<file path="config.mk">
export PLATFORM = sky130hd
export DESIGN_NAME = fp_gt_arbiter_flat
export DESIGN_NICKNAME = d
export VERILOG_FILES = /design/src/rtl/fp_gt_arbiter_if.sv /design/src/rtl/fp_gt_arbiter.sv /design/src/flat_wrapper.sv
export SDC_FILE = /design/constraint.sdc
export NUM_CORES = 1
export LEC_CHECK = 0
export CAP_MARGIN = 15
export CORE_ASPECT_RATIO = 1.75
export CORE_MARGIN = 3
export CORE_UTILIZATION = 40
export DETAILED_ROUTE_END_ITERATION = 6
export MAX_ROUTING_LAYER = met4
export PLACE_DENSITY = 0.82
export REMOVE_ABC_BUFFERS = 1
export SLEW_MARGIN = 25
export SYNTH_ARGS = -nofsm -noshare
export SYNTH_HDL_FRONTEND = slang
export SYNTH_SLANG_ARGS = --single-unit
</file>
<file path="constraint.sdc">
create_clock -name clk -period 3.4 [get_ports clk]
set_clock_uncertainty 0.05 [all_clocks]
set_input_delay 0.68 -clock clk [delete_from_list [all_inputs] [get_ports clk]]
set_output_delay 0.68 -clock clk [all_outputs]
set_load 0.1 [all_outputs]
</file>
<file path="src/rtl/fp_gt_arbiter_if.sv">
// rtl/fp_gt_arbiter_if.sv - request/response bus between compare clients and fp_gt_arbiter
interface fp_gt_arbiter_if #(
  parameter int NREQ = 4,
  parameter int IDW  = 2
);
  logic [NREQ-1:0]    req_valid;
  logic [NREQ-1:0]    req_ready;
  logic [32*NREQ-1:0] req_a;
  logic [32*NREQ-1:0] req_b;
  logic               rsp_valid;
  logic               rsp_ready;
  logic [IDW-1:0]     rsp_id;
  logic               rsp_gt;

  // Client side: presents operand pairs, consumes tagged results
  modport master (
    output req_valid, req_a, req_b, rsp_ready,
    input  req_ready, rsp_valid, rsp_id, rsp_gt
  );

  // Arbiter side
  modport slave (
    input  req_valid, req_a, req_b, rsp_ready,
    output req_ready, rsp_valid, rsp_id, rsp_gt
  );
endinterface

</file>
<file path="src/rtl/fp_gt_arbiter.sv">
// rtl/fp_gt_arbiter.sv - round-robin sharing of one fp_gt comparator; FP_GT_ARB_STATS_EN adds response counters

// Single-precision a > b. NaN on either side gives 0, +0 and -0 compare equal.
module fp_gt (
  input  logic [31:0] f1,
  input  logic [31:0] f2,
  output logic        out
);
  logic        nan1;
  logic        nan2;
  logic [30:0] mag1;
  logic [30:0] mag2;

  // Sign/magnitude ordering with the IEEE special cases peeled off first
  always_comb begin
    mag1 = f1[30:0];
    mag2 = f2[30:0];
    nan1 = (f1[30:23] == 8'hFF) && (f1[22:0] != 23'd0);
    nan2 = (f2[30:23] == 8'hFF) && (f2[22:0] != 23'd0);
    if (nan1 || nan2) begin
      out = 1'b0;
    end else if ((mag1 == 31'd0) && (mag2 == 31'd0)) begin
      out = 1'b0;
    end else if (f1[31] != f2[31]) begin
      out = f2[31];
    end else if (!f1[31]) begin
      out = (mag1 > mag2);
    end else begin
      out = (mag1 < mag2);
    end
  end
endmodule

module fp_gt_arbiter #(
  parameter int NREQ = 4,
  parameter int IDW  = 2
) (
  input  logic                  clk,
  input  logic                  rst_n,
  fp_gt_arbiter_if.slave        bus,
  output logic [15:0]           cmp_count,
  output logic [15:0]           gt_count
);

  typedef enum logic [1:0] {
    IDLE = 2'd0,
    CMP  = 2'd1,
    RESP = 2'd2
  } state_t;

  state_t          state_q;
  state_t          state_d;
  logic [IDW-1:0]  rr_ptr_q;
  logic [IDW-1:0]  rr_ptr_d;
  logic [IDW-1:0]  id_q;
  logic [IDW-1:0]  id_d;
  logic [31:0]     op_a_q;
  logic [31:0]     op_a_d;
  logic [31:0]     op_b_q;
  logic [31:0]     op_b_d;
  logic            rsp_valid_q;
  logic            rsp_valid_d;
  logic [IDW-1:0]  rsp_id_q;
  logic [IDW-1:0]  rsp_id_d;
  logic            rsp_gt_q;
  logic            rsp_gt_d;

  logic [IDW-1:0]  grant;
  logic            grant_vld;
  logic [IDW-1:0]  cand;
  int              idx;
  logic [31:0]     sel_a;
  logic [31:0]     sel_b;
  logic [NREQ-1:0] ready;
  logic            gt_w;

  fp_gt u_fp_gt (
    .f1  (op_a_q),
    .f2  (op_b_q),
    .out (gt_w)
  );

  // First valid requester at or after rr_ptr, wrapping modulo NREQ
  always_comb begin
    grant     = '0;
    grant_vld = 1'b0;
    idx       = 0;
    cand      = '0;
    for (int k = 0; k < NREQ; k++) begin
      idx  = (int'(rr_ptr_q) + k) % NREQ;
      cand = IDW'(idx);
      if (!grant_vld && bus.req_valid[cand]) begin
        grant     = cand;
        grant_vld = 1'b1;
      end
    end
  end

  // Operand mux for the granted requester
  always_comb begin
    sel_a = 32'd0;
    sel_b = 32'd0;
    for (int i = 0; i < NREQ; i++) begin
      if (grant == IDW'(i)) begin
        sel_a = bus.req_a[32*i +: 32];
        sel_b = bus.req_b[32*i +: 32];
      end
    end
  end

  // Accept is combinational and only offered while idle; held off during reset
  always_comb begin
    ready = '0;
    if (rst_n && (state_q == IDLE) && grant_vld) begin
      ready[grant] = 1'b1;
    end
  end

  // Sequencer next state: accept -> compare -> hold response until consumed
  always_comb begin
    state_d     = state_q;
    rr_ptr_d    = rr_ptr_q;
    id_d        = id_q;
    op_a_d      = op_a_q;
    op_b_d      = op_b_q;
    rsp_valid_d = rsp_valid_q;
    rsp_id_d    = rsp_id_q;
    rsp_gt_d    = rsp_gt_q;
    case (state_q)
      IDLE: begin
        if (grant_vld) begin
          op_a_d   = sel_a;
          op_b_d   = sel_b;
          id_d     = grant;
          rr_ptr_d = IDW'((int'(grant) + 1) % NREQ);
          state_d  = CMP;
        end
      end
      CMP: begin
        rsp_gt_d    = gt_w;
        rsp_id_d    = id_q;
        rsp_valid_d = 1'b1;
        state_d     = RESP;
      end
      RESP: begin
        // The handshake cycle never accepts; the next grant is one cycle later
        if (bus.rsp_ready) begin
          rsp_valid_d = 1'b0;
          state_d     = IDLE;
        end
      end
      default: begin
        state_d = IDLE;
      end
    endcase
  end

  // State and datapath registers; reset drops any in-flight operation
  always_ff @(posedge clk or negedge rst_n) begin
    if (!rst_n) begin
      state_q     <= IDLE;
      rr_ptr_q    <= '0;
      id_q        <= '0;
      op_a_q      <= 32'd0;
      op_b_q      <= 32'd0;
      rsp_valid_q <= 1'b0;
      rsp_id_q    <= '0;
      rsp_gt_q    <= 1'b0;
    end else begin
      state_q     <= state_d;
      rr_ptr_q    <= rr_ptr_d;
      id_q        <= id_d;
      op_a_q      <= op_a_d;
      op_b_q      <= op_b_d;
      rsp_valid_q <= rsp_valid_d;
      rsp_id_q    <= rsp_id_d;
      rsp_gt_q    <= rsp_gt_d;
    end
  end

  assign bus.req_ready = ready;
  assign bus.rsp_valid = rsp_valid_q;
  assign bus.rsp_id    = rsp_id_q;
  assign bus.rsp_gt    = rsp_gt_q;

`ifdef FP_GT_ARB_STATS_EN
  logic        rsp_hs;
  logic [15:0] cmp_count_q;
  logic [15:0] cmp_count_d;
  logic [15:0] gt_count_q;
  logic [15:0] gt_count_d;

  assign rsp_hs = rsp_valid_q && bus.rsp_ready;

  // Saturating tallies of consumed responses and of true results among them
  always_comb begin
    cmp_count_d = cmp_count_q;
    gt_count_d  = gt_count_q;
    if (rsp_hs) begin
      if (cmp_count_q != 16'hFFFF) begin
        cmp_count_d = cmp_count_q + 16'd1;
      end
      if (rsp_gt_q && (gt_count_q != 16'hFFFF)) begin
        gt_count_d = gt_count_q + 16'd1;
      end
    end
  end

  // Counter registers
  always_ff @(posedge clk or negedge rst_n) begin
    if (!rst_n) begin
      cmp_count_q <= 16'd0;
      gt_count_q  <= 16'd0;
    end else begin
      cmp_count_q <= cmp_count_d;
      gt_count_q  <= gt_count_d;
    end
  end

  assign cmp_count = cmp_count_q;
  assign gt_count  = gt_count_q;
`else
  assign cmp_count = 16'h0000;
  assign gt_count  = 16'h0000;
`endif

endmodule

</file>
<file path="src/flat_wrapper.sv">
// flat-port wrapper written by rule: the top's interface ports become plain ports
module fp_gt_arbiter_flat 
#(
  parameter int NREQ = 4,
  parameter int IDW  = 2
)
  (clk, rst_n, cmp_count, gt_count, bus_req_valid, bus_req_a, bus_req_b, bus_rsp_ready, bus_req_ready, bus_rsp_valid, bus_rsp_id, bus_rsp_gt);
  fp_gt_arbiter_if #(.NREQ(NREQ), .IDW(IDW)) bus_i ();
  input  logic clk;
  input  logic rst_n;
  output logic [15:0] cmp_count;
  output logic [15:0] gt_count;
  input wire logic [$bits(bus_i.req_valid)-1:0] bus_req_valid;
  input wire logic [$bits(bus_i.req_a)-1:0] bus_req_a;
  input wire logic [$bits(bus_i.req_b)-1:0] bus_req_b;
  input wire logic [$bits(bus_i.rsp_ready)-1:0] bus_rsp_ready;
  output wire logic [$bits(bus_i.req_ready)-1:0] bus_req_ready;
  output wire logic [$bits(bus_i.rsp_valid)-1:0] bus_rsp_valid;
  output wire logic [$bits(bus_i.rsp_id)-1:0] bus_rsp_id;
  output wire logic [$bits(bus_i.rsp_gt)-1:0] bus_rsp_gt;
  assign bus_i.req_valid = bus_req_valid;
  assign bus_i.req_a = bus_req_a;
  assign bus_i.req_b = bus_req_b;
  assign bus_i.rsp_ready = bus_rsp_ready;
  assign bus_req_ready = bus_i.req_ready;
  assign bus_rsp_valid = bus_i.rsp_valid;
  assign bus_rsp_id = bus_i.rsp_id;
  assign bus_rsp_gt = bus_i.rsp_gt;
  fp_gt_arbiter #(.NREQ(NREQ), .IDW(IDW)) u_core (.clk(clk), .rst_n(rst_n), .bus(bus_i), .cmp_count(cmp_count), .gt_count(gt_count));
endmodule
</file>
==> results of run 1 <==
power by group through the flow:
stage          combinational (mW)  clock, mW  sequential [mW]
6_report                     4.53       1.01             1.67
5_1_grt                      5.07       1.08             1.74
4_1_cts                      4.55       1.03             1.68
3_5_place_dp                 4.52          0             1.69
3_3_place_gp                 4.42          0             1.67
2_1_floorplan                2.90          0             1.72
state kept, by name, summed over array words and instances (netlist names):
| signal | count |
|---|---|
| u_core.bus.rsp_gt | 1 |
| u_core.bus.rsp_valid | 1 |
| u_core.state_q | 2 |
| u_core.id_q | 2 |
| u_core.op_b_q | 32 |
| u_core.bus.rsp_id | 2 |
| u_core.op_a_q | 32 |
| u_core.rr_ptr_q | 2 |
cell type report:
type	instances	area (µm²)	share of cell area [%]
clock buffers	11	243	2.67
repair buffers	304	3100	34.2
diodes	1	2.50	0.0276
well taps	177	221	2.44
clock inverters	5	77.6	0.855
inverters	39	146	1.61
multi-input cells	543	3430	37.8
flip-flops and latches	74	1850	20.4
what timing repair did:
action                     4_1_cts  5_1_grt
setup endpoints to repair        4        4
buffers inserted                 0        1
pin swaps                        0        0
resized for setup                3        3
cell families (layout without fill, tap and decap cells):
kind of cell	count (synthesis)	count (layout)
fa+ha+maj	35	35
flops	74	74
other cells	1	33
simple gates	243	243
mux	2	2
buf+inv	128	359
compound gates	231	231
worst max-delay path by stage:
stage / from / end / slack [ps] / cells past startpoint
2_1_floorplan: bus_req_valid[0] / bus_req_ready[3] / -2110 / 7
3_3_place_gp: bus_req_valid[1] / u_core.op_b_q[26] / -140 / 15
3_5_place_dp: bus_req_valid[1] / u_core.op_b_q[26] / -250 / 15
4_1_cts: bus_req_valid[0] / bus_req_ready[2] / 0.1 / 11
5_1_grt: bus_req_valid[2] / bus_req_ready[2] / 30 / 10
6_report: bus_req_valid[2] / bus_req_ready[2] / 110 / 10
cell usage in the layout (no fill, tap or decap), drive strengths merged, types with 6 or more instances in the layout:
cell             n
clkdlybuf4s50  259
a21oi           77
dfrtp           74
nor3            69
a221oi          67
nor2b           67
nand2           53
o21ai           43
buf             43
inv             39
ha              35
a211oi          33
conb            32
nor4            15
nor2            12
clkbuf          11
nand4            9
and3             6
per-layer routing:
layer  GRT usage, %  wire length, µm
met1           25.4             6730
met2           45.2            10900
met3           3.71             1060
met4           12.1              917
met5              -                0
==> metrics.md, run 1 <==
| Metric | Value |
|---|---|
| Status | `finished, final reports clean` |
| Initial DRT Pass Iterations | `6` |
| Yosys top cell by area | `dfrtp_1` |
| Post-synth top area share | `32.4%` |
| IO Pins | `303` |
| Layout filler cell count | `1176` |
| Net Sw Frac | `45.5%` |
| Synth Area in XOR/XNOR | `0%` |
| Vias in the first global route | `6198` |
| Synth Area in Compound Gates | `26.5%` |
| Clk buf depth | `2` |
| Power Dens Cells | `795 nW/µm²` |
| Routed len/inst | `17.0 µm` |
| Iteration-0 DRC Markers | `209` |
| Post-synthesis cell type count | `34` |
| MaxCap Viol Count | `0` |
| Sequential power share | `23.2%` |
| Net Sw Power | `3.28 mW` |
| Starting density of the core | `40.9%` |
| #FFs+latches synth | `74` |
| Final setup fails | `0` |
| Worst Path Buf+Inv | `4` |
| Clock power frac | `14.0%` |
| EDFF count, synth | `0` |
| Worst vdd ir | `0.000339 V` |
| Final Max Slew Viols | `0` |
| Port buffer count | `270` |
| Clock slew at the register clock pins of the worst setup and hold paths | `60 ps` |
| Final nets | `1269` |
| Die X | `96.4 µm` |
| DRC Markers | `0` |
| Most frequent cell after synthesis | `a21oi_1` |
| Clk Latency, worst-skew pair | `330 ps` |
| Critical path class | `input port to output pin` |
| Placed cells | `1136` |
| Slew HR | `47.6%` |
| TritonCTS buffer count | `9` |
| Vias | `6310` |
| Placer Congestion | `0.932` |
| Largest family of logic cells by synthesized area | `compound AO/OA/AOI/OAI gates` |
| Core footprint | `14000 µm²` |
| Largest net degree at the start of global routing | `134` |
| Slowest-stage cell, CP | `clkdlybuf4s50_1` |
| Lkg Pwr | `3.77 nW` |
| Final wirelength | `19.6 mm` |
| Total track usage | `24.9%` |
| Final Cycle Share | `96.8%` |
| CTS Hold Bufs | `0` |
| CTS root buffer | `clkbuf_16` |
| Post-Syn Area | `5720 µm²` |
| Seq/Total Area, Yosys | `32.4%` |
| Tmin final | `3290 ps` |
| Layout cells sized above 1 | `6.97%` |
| FF-to-FF End | `u_core.op_b_q[26]` |
| Total die area | `15800 µm²` |
| Hold Slack | `170 ps` |
| Slowest stage delay, CP | `450 ps` |
| Hold Path Class | `input port to asynchronous set/reset pin` |
| Num rows | `57` |
| Mean Syn Cell Area | `8.01 µm²` |
| CTS tree | `built` |
| Worst-Margin Slew | `786 ps` |
| Top Family by Delay on Critical Path | `buffers and inverters` |
| Final core utilization | `64.9%` |
| Cells along the critical path | `clkdlybuf4s50_1, a21oi_1, nor2_1, a221oi_2, nor2b_4, inv_1, buf_4, ha_4, and3_4, buf_12` |
| R2R Path Start | `u_core.rr_ptr_q[0]` |
| Place WS | `-250 ps` |
| Crit path launch type | `input port` |
| CTS sink cnt | `74` |
| Post-DRT Antenna Nets | `0` |
| WP data arrival | `2560 ps` |
| Initial antenna violation count | `1` |
| Yosys synthesis warning count | `0` |
| Chip height | `164 µm` |
| Hpwl dp | `15.6 mm` |
| Synth Area in Simple Gates | `22.2%` |
| Synth Flop Type | `dfrtp_1` |
| Async S/R FF share, synth | `100%` |
| Post-synthesis cell count | `714` |
| # H-tree levels | `3` |
| First-pass GRT wire length | `29.6 mm` |
| P&R area growth vs syn | `58.7%` |
| Post-synth top cells | `a21oi_1, dfrtp_1, nor3_1` |
| Fin worst setup slack | `107 ps` |
| Internal power | `3.94 mW` |
| Total power draw | `7.22 mW` |
| Fmax | `304 MHz` |
| Critical Path End Type | `output pin` |
| Routed vias/inst | `5.47` |
| Post-placement cell area | `8720 µm²` |
| CP max FO | `3` |
| Grt ovf | `0` |
| Final Hold Vio Count | `0` |
| RSZ-0062 raised after global routing | `no` |
| Final setup TNS | `0 ps` |
| Final non-filler cell total | `1154` |
| Area contributors post-synth | `dfrtp_1, a221oi_1, ha_1, nor2b_1, a21oi_1` |
| Adder-cell area share of the yosys netlist | `7.66%` |
| FF-to-FF setup slack | `650 ps` |
| Mux cell area share after synthesis | `0.394%` |
| Final Instance Area | `9070 µm²` |
| Power share of the combinational group | `62.8%` |
| Worst r2r path cells | `14` |
| CP required | `2670 ps` |
No activity file was read; power rests on OpenSTA's default activity.
==> inputs of run 2 (changes only) <==
--- a/config.mk
+++ b/config.mk
@@ -6,12 +6,15 @@
 export NUM_CORES = 1
 export LEC_CHECK = 0
 export CAP_MARGIN = 15
+export CELL_PAD_IN_SITES_DETAIL_PLACEMENT = 1
+export CELL_PAD_IN_SITES_GLOBAL_PLACEMENT = 2
 export CORE_ASPECT_RATIO = 1.75
 export CORE_MARGIN = 3
-export CORE_UTILIZATION = 40
+export CORE_UTILIZATION = 21
 export DETAILED_ROUTE_END_ITERATION = 6
+export GPL_TIMING_DRIVEN = 0
 export MAX_ROUTING_LAYER = met4
-export PLACE_DENSITY = 0.82
+export PLACE_DENSITY_LB_ADDON = 0.1
 export REMOVE_ABC_BUFFERS = 1
 export SLEW_MARGIN = 25
 export SYNTH_ARGS = -nofsm -noshare
==> run 2 against run 1 <==
Effect of this change:
- global-route usage fell by 8.2 points
- design area rose by 2.7%
- fmax rose by 1.5%
- combinational power rose by 9.1%
- final cell count rose by 12%
- non-clock buffer count fell by 6
- largest cell class unchanged
- largest power group unchanged
==> metrics.md, run 2 (same netlist as run 1, synthesis figures left out) <==
| Metric | Value |
|---|---|
| # diodes | `0` |
| Clk Latency, worst-skew pair | `340 ps` |
| Commonest non-fill, non-tap cell in the layout | `clkdlybuf4s50_1` |
| Initial DRT Pass Iterations | `4` |
| Clk buf depth | `2` |
| Vias in the first global route | `6705` |
| Layout cells sized above 1 | `6.31%` |
| CTS Hold Bufs | `0` |
| Status | `finished, final reports clean` |
| CP required | `2670 ps` |
| DRC Markers | `0` |
| Final setup fails | `0` |
| CTS sink cnt | `74` |
| Initial antenna violation count | `0` |
| Critical path class | `input port to output pin` |
| P&R area growth vs syn | `63.0%` |
| Fmax | `308 MHz` |
| CP max FO | `34` |
| Chip height | `224 µm` |
| Top flop regs | `u_core.op_a_q x32, u_core.op_b_q x32` |
| Tmin final | `3240 ps` |
| Lkg Pwr | `3.76 nW` |
| Most frequent cells in the layout | `clkdlybuf4s50_1, a21oi_1, dfrtp_1` |
| IO Pins | `303` |
| Worst vdd ir | `0.000591 V` |
| Placed cells | `1259` |
| Routed vias/inst | `4.84` |
| Core footprint | `26700 µm²` |
| Port buffer count | `270` |
| Total die area | `29300 µm²` |
| Post-DRT Antenna Nets | `0` |
| Final non-filler cell total | `1291` |
| Starting density of the core | `21.4%` |
| Grt ovf | `0` |
| Slew HR | `32.4%` |
| Routed len/inst | `19.3 µm` |
| WP data arrival | `2510 ps` |
| Final Hold Vio Count | `0` |
| First-pass GRT wire length | `36.7 mm` |
| MaxCap Viol Count | `0` |
| RSZ-0062 raised after global routing | `no` |
| Final setup TNS | `0 ps` |
| Final nets | `1263` |
| Final Instance Area | `9320 µm²` |
| Final Cycle Share | `95.4%` |
| Critical Path End Type | `output pin` |
| Die X | `131 µm` |
| # H-tree levels | `3` |
| Largest net degree at the start of global routing | `70` |
| Power Dens Cells | `806 nW/µm²` |
| TritonCTS buffer count | `9` |
| Iteration-0 DRC Markers | `192` |
| Total track usage | `16.7%` |
| Total power draw | `7.51 mW` |
| Vias | `6246` |
| CTS root buffer | `clkbuf_16` |
| Clock slew at the register clock pins of the worst setup and hold paths | `50 ps` |
| Worst-Margin Slew | `1010 ps` |
| Post-placement cell area | `8750 µm²` |
| Hold Path Class | `input port to asynchronous set/reset pin` |
| Final Max Slew Viols | `0` |
| Num rows | `79` |
| Placer Congestion | `0.721` |
| Hpwl dp | `18.4 mm` |
| Crit path launch type | `input port` |
| Final wirelength | `25.0 mm` |
| CTS tree | `built` |
[run 2: changes by cell type in the layout (fill, tap and decap cells not counted), moves of 2 or more]
cell / delta
buf_12: -7
bufinv_16: -2
buf_6: +3
clkdlybuf4s50_1: +2
clkbuf_16: +2
clkinv_2: -2
buf_16: +6
clkbuf_2: +2
dlymetal6s2s_1: -2
bufbuf_16: +2
buf_4: -18
dlygate4sd2_1: +2
[run 2: final cells by class]
cell class / instances / area, µm²
clock buffer: 13 / 260
timing repair buffer: 298 / 3180
tap: 324 / 405
fill: 3125 / 17400
multi-input combinational: 543 / 3470
inverter: 39 / 146
sequential: 74 / 1850
[run 2: worst paths after layout]
| kind | from | to | slack, ps | depth (start not counted) |
|---|---|---|---|---|
| worst max-delay path | bus_req_valid[2] | bus_req_ready[2] | 160 | 10 |
| worst min-delay path | rst_n | u_core.op_a_q[23] | 180 | 1 |
| worst max register to register | u_core.rr_ptr_q[0] | u_core.op_b_q[23] | 580 | 15 |
| worst min register to register | u_core.id_q[0] | u_core.id_q[0] | 430 | 2 |
| max in group asynchronous | rst_n | u_core.op_b_q[1] | 2570 | 2 |
| min in group clk | u_core.id_q[0] | u_core.id_q[0] | 430 | 2 |
[run 2: repair_timing]
action | CTS | global route
pin swaps | 1 | 0
resized for setup | 39 | 9
setup buffers | 10 | 5
hold endpoints to repair | 0 | 0
endpoints found under the setup margin | 68 | 6
cloned | 2 | 2
[run 2: power by group]
group / internal (mW) / switching (mW)
logic: 2.10 / 2.84
clock network: 0.522 / 0.351
registers: 1.33 / 0.361
total: 3.96 / 3.55
[run 2: stage by stage]
stage	worst slack [ps]	util, %	hold WS, ps
2_1_floorplan	-2110	-	334
3_3_place_gp	-5730	31.8	415
3_5_place_dp	-1740	32.8	422
4_1_cts	21.1	34.5	190
5_1_grt	57.9	34.9	189
6_report	155	34.9	176
[run 2: metal layers]
metal	global-route usage (%)	up-vias	wire, µm
li1	-	3080	-
met1	16.9	2968	9060
met2	32.8	181	14500
met3	1.95	17	1020
met4	4.38	0	394
met5	-	-	0
[run 2: critical path, stage by stage]
cell	delay (ps)
dlygate4sd2_1	290
inv_1	90
o22ai_1	100
a221oi_2	290
nor2b_4	220
inv_1	100
ha_4	190
buf_16	160
and3_1	190
buf_6	180
==> inputs of run 3 (changes only) <==
--- a/config.mk
+++ b/config.mk
@@ -11,12 +11,12 @@
 export CORE_ASPECT_RATIO = 1.75
 export CORE_MARGIN = 3
 export CORE_UTILIZATION = 21
+export CTS_CLUSTER_SIZE = 8
 export DETAILED_ROUTE_END_ITERATION = 6
 export GPL_TIMING_DRIVEN = 0
 export MAX_ROUTING_LAYER = met4
 export PLACE_DENSITY_LB_ADDON = 0.1
 export REMOVE_ABC_BUFFERS = 1
-export SLEW_MARGIN = 25
 export SYNTH_ARGS = -nofsm -noshare
 export SYNTH_HDL_FRONTEND = slang
 export SYNTH_SLANG_ARGS = --single-unit
==> run 3 against run 2 <==
Effect of this change:
- sequential share of layout area grew 0.21 points
- clock power down 1%
- final cell count stayed put
- fmax down 3.1%
- total power barely moved
- first-iteration DRC count is 9.4% higher
- sequential cell count did not move
- count of clock-buffer cells in the layout grew 1
- largest cell class unchanged
- highest routed layer unchanged
==> metrics.md, run 3 (same netlist as run 1, synthesis figures left out) <==
| Metric | Value |
|---|---|
| Final Cycle Share | `98.5%` |
| Core footprint | `26700 µm²` |
| Vias in the first global route | `6847` |
| First-pass GRT wire length | `38.7 mm` |
| WP data arrival | `2620 ps` |
| Final nets | `1262` |
| Clk Latency, worst-skew pair | `330 ps` |
| IO Pins | `303` |
| Layout cells sized above 1 | `5.79%` |
| Num rows | `79` |
| Placed cells | `1255` |
| Slowest-stage cell, CP | `dlygate4sd2_1` |
| Hold Path Class | `input port to asynchronous set/reset pin` |
| Fmax | `299 MHz` |
| Post-DRT Antenna Nets | `0` |
| P&R area growth vs syn | `61.3%` |
| Commonest non-fill, non-tap cell in the layout | `clkdlybuf4s50_1` |
| Clock slew at the register clock pins of the worst setup and hold paths | `60 ps` |
| Lkg Pwr | `3.72 nW` |
| Total power draw | `7.51 mW` |
| Final setup fails | `0` |
| Place WS | `-1830 ps` |
| Final wirelength | `26.5 mm` |
| Power Dens Cells | `814 nW/µm²` |
| Top Family by Delay on Critical Path | `buffers and inverters` |
| Chip height | `224 µm` |
| Starting density of the core | `21.4%` |
| Port buffer count | `270` |
| Final Max Slew Viols | `0` |
| Critical path class | `input port to output pin` |
| Worst vdd ir | `0.000694 V` |
| # diodes | `0` |
| DRC Markers | `0` |
| Initial antenna violation count | `0` |
| Fin worst setup slack | `50.4 ps` |
| Final Instance Area | `9220 µm²` |
| CTS tree | `built` |
| Post-placement cell area | `8650 µm²` |
| Worst Path Buf+Inv | `5` |
| Grt ovf | `0` |
| Total die area | `29300 µm²` |
| R2R Path Start | `u_core.rr_ptr_q[0]` |
| Initial DRT Pass Iterations | `4` |
| Total track usage | `17.7%` |
| FF-to-FF End | `u_core.op_a_q[31]` |
| Most frequent cells in the layout | `clkdlybuf4s50_1, a21oi_1, dfrtp_1` |
| TritonCTS buffer count | `9` |
| CP max FO | `34` |
| Placer Congestion | `0.721` |
| # H-tree levels | `3` |
| Tmin final | `3350 ps` |
| CTS Hold Bufs | `0` |
| Status | `finished, final reports clean` |
| Largest net degree at the start of global routing | `70` |
| Clk buf depth | `2` |
| Top flop regs | `u_core.op_a_q x32, u_core.op_b_q x32` |
| Slowest stage delay, CP | `330 ps` |
| Final non-filler cell total | `1291` |
| Worst-Margin Slew | `1010 ps` |
| Routed vias/inst | `4.90` |
| FF-to-FF setup slack | `320 ps` |
| CTS root buffer | `clkbuf_16` |
| Routed len/inst | `20.5 µm` |
| Critical Path End Type | `output pin` |
| MaxCap Viol Count | `0` |
| Die X | `131 µm` |
| Vias | `6320` |
| Slew HR | `32.3%` |
| Crit path launch type | `input port` |
| Iteration-0 DRC Markers | `210` |
| CP required | `2670 ps` |
| Hpwl dp | `18.1 mm` |
| Critical Path Most Common Cell | `inv_1` |
| Worst r2r path cells | `12` |
| Cells along the critical path | `dlygate4sd2_1, inv_1, a21oi_2, nor2_1, a221oi_2, nor2b_4, inv_1, ha_4, buf_16, and3_1, buf_8` |
| Final Hold Vio Count | `0` |
| CTS sink cnt | `74` |
run 3: how the worst max path moves through the flow:
stage	startpoint	endpoint	slack, ps	cells past startpoint
2_1_floorplan	bus_req_valid[0]	bus_req_ready[3]	-2110	7
3_3_place_gp	bus_req_valid[0]	u_core.op_b_q[3]	-5730	12
3_5_place_dp	bus_req_valid[0]	bus_req_ready[1]	-1830	9
4_1_cts	bus_req_valid[0]	bus_req_ready[2]	20	11
5_1_grt	bus_req_valid[1]	bus_req_ready[0]	-80	10
6_report	bus_req_valid[1]	bus_req_ready[2]	50	11
run 3: area by class of cell:
| class | count | area [µm²] |
|---|---|---|
| Tap cell | 324 | 405 |
| Fill cell | 3149 | 17500 |
| Inverter | 39 | 146 |
| Timing Repair Buffer | 294 | 3080 |
| Multi-Input combinational cell | 546 | 3490 |
| Sequential cell | 74 | 1850 |
| Clock buffer | 14 | 254 |
run 3: metrics by stage:
| step | hold WS [ps] | util, % | TNS (ps) |
|---|---|---|---|
| 6_report | 249 | 34.6 | 0 |
| 2_1_floorplan | 334 | - | -114500 |
| 5_1_grt | 282 | 34.6 | -417 |
| 4_1_cts | 270 | 34.3 | 0 |
| 3_5_place_dp | 423 | 32.4 | -77490 |
| 3_3_place_gp | 415 | 31.8 | -493590 |
run 3: report_power, final:
group          total (mW)  internal [mW]  switching [mW]
combinational        4.95           2.01            2.93
sequential           1.70           1.33           0.373
clock               0.862          0.507           0.354
run 3: routing by layer:
layer	vias to the layer above	part of all wire, %	global-route usage (%)
met1	3047	36	18.2
met2	170	59	35.2
met3	14	3.5	1.59
met4	0	1.0	3.65
met5	-	0	-
li1	3089	-	-
run 3: what timing repair did:
item / 4_1_cts / 5_1_grt
resized for setup: 35 / 6
buffers inserted: 14 / 4
gates cloned: 3 / 1
pin swaps: 4 / 0
setup endpoints to repair: 68 / 55
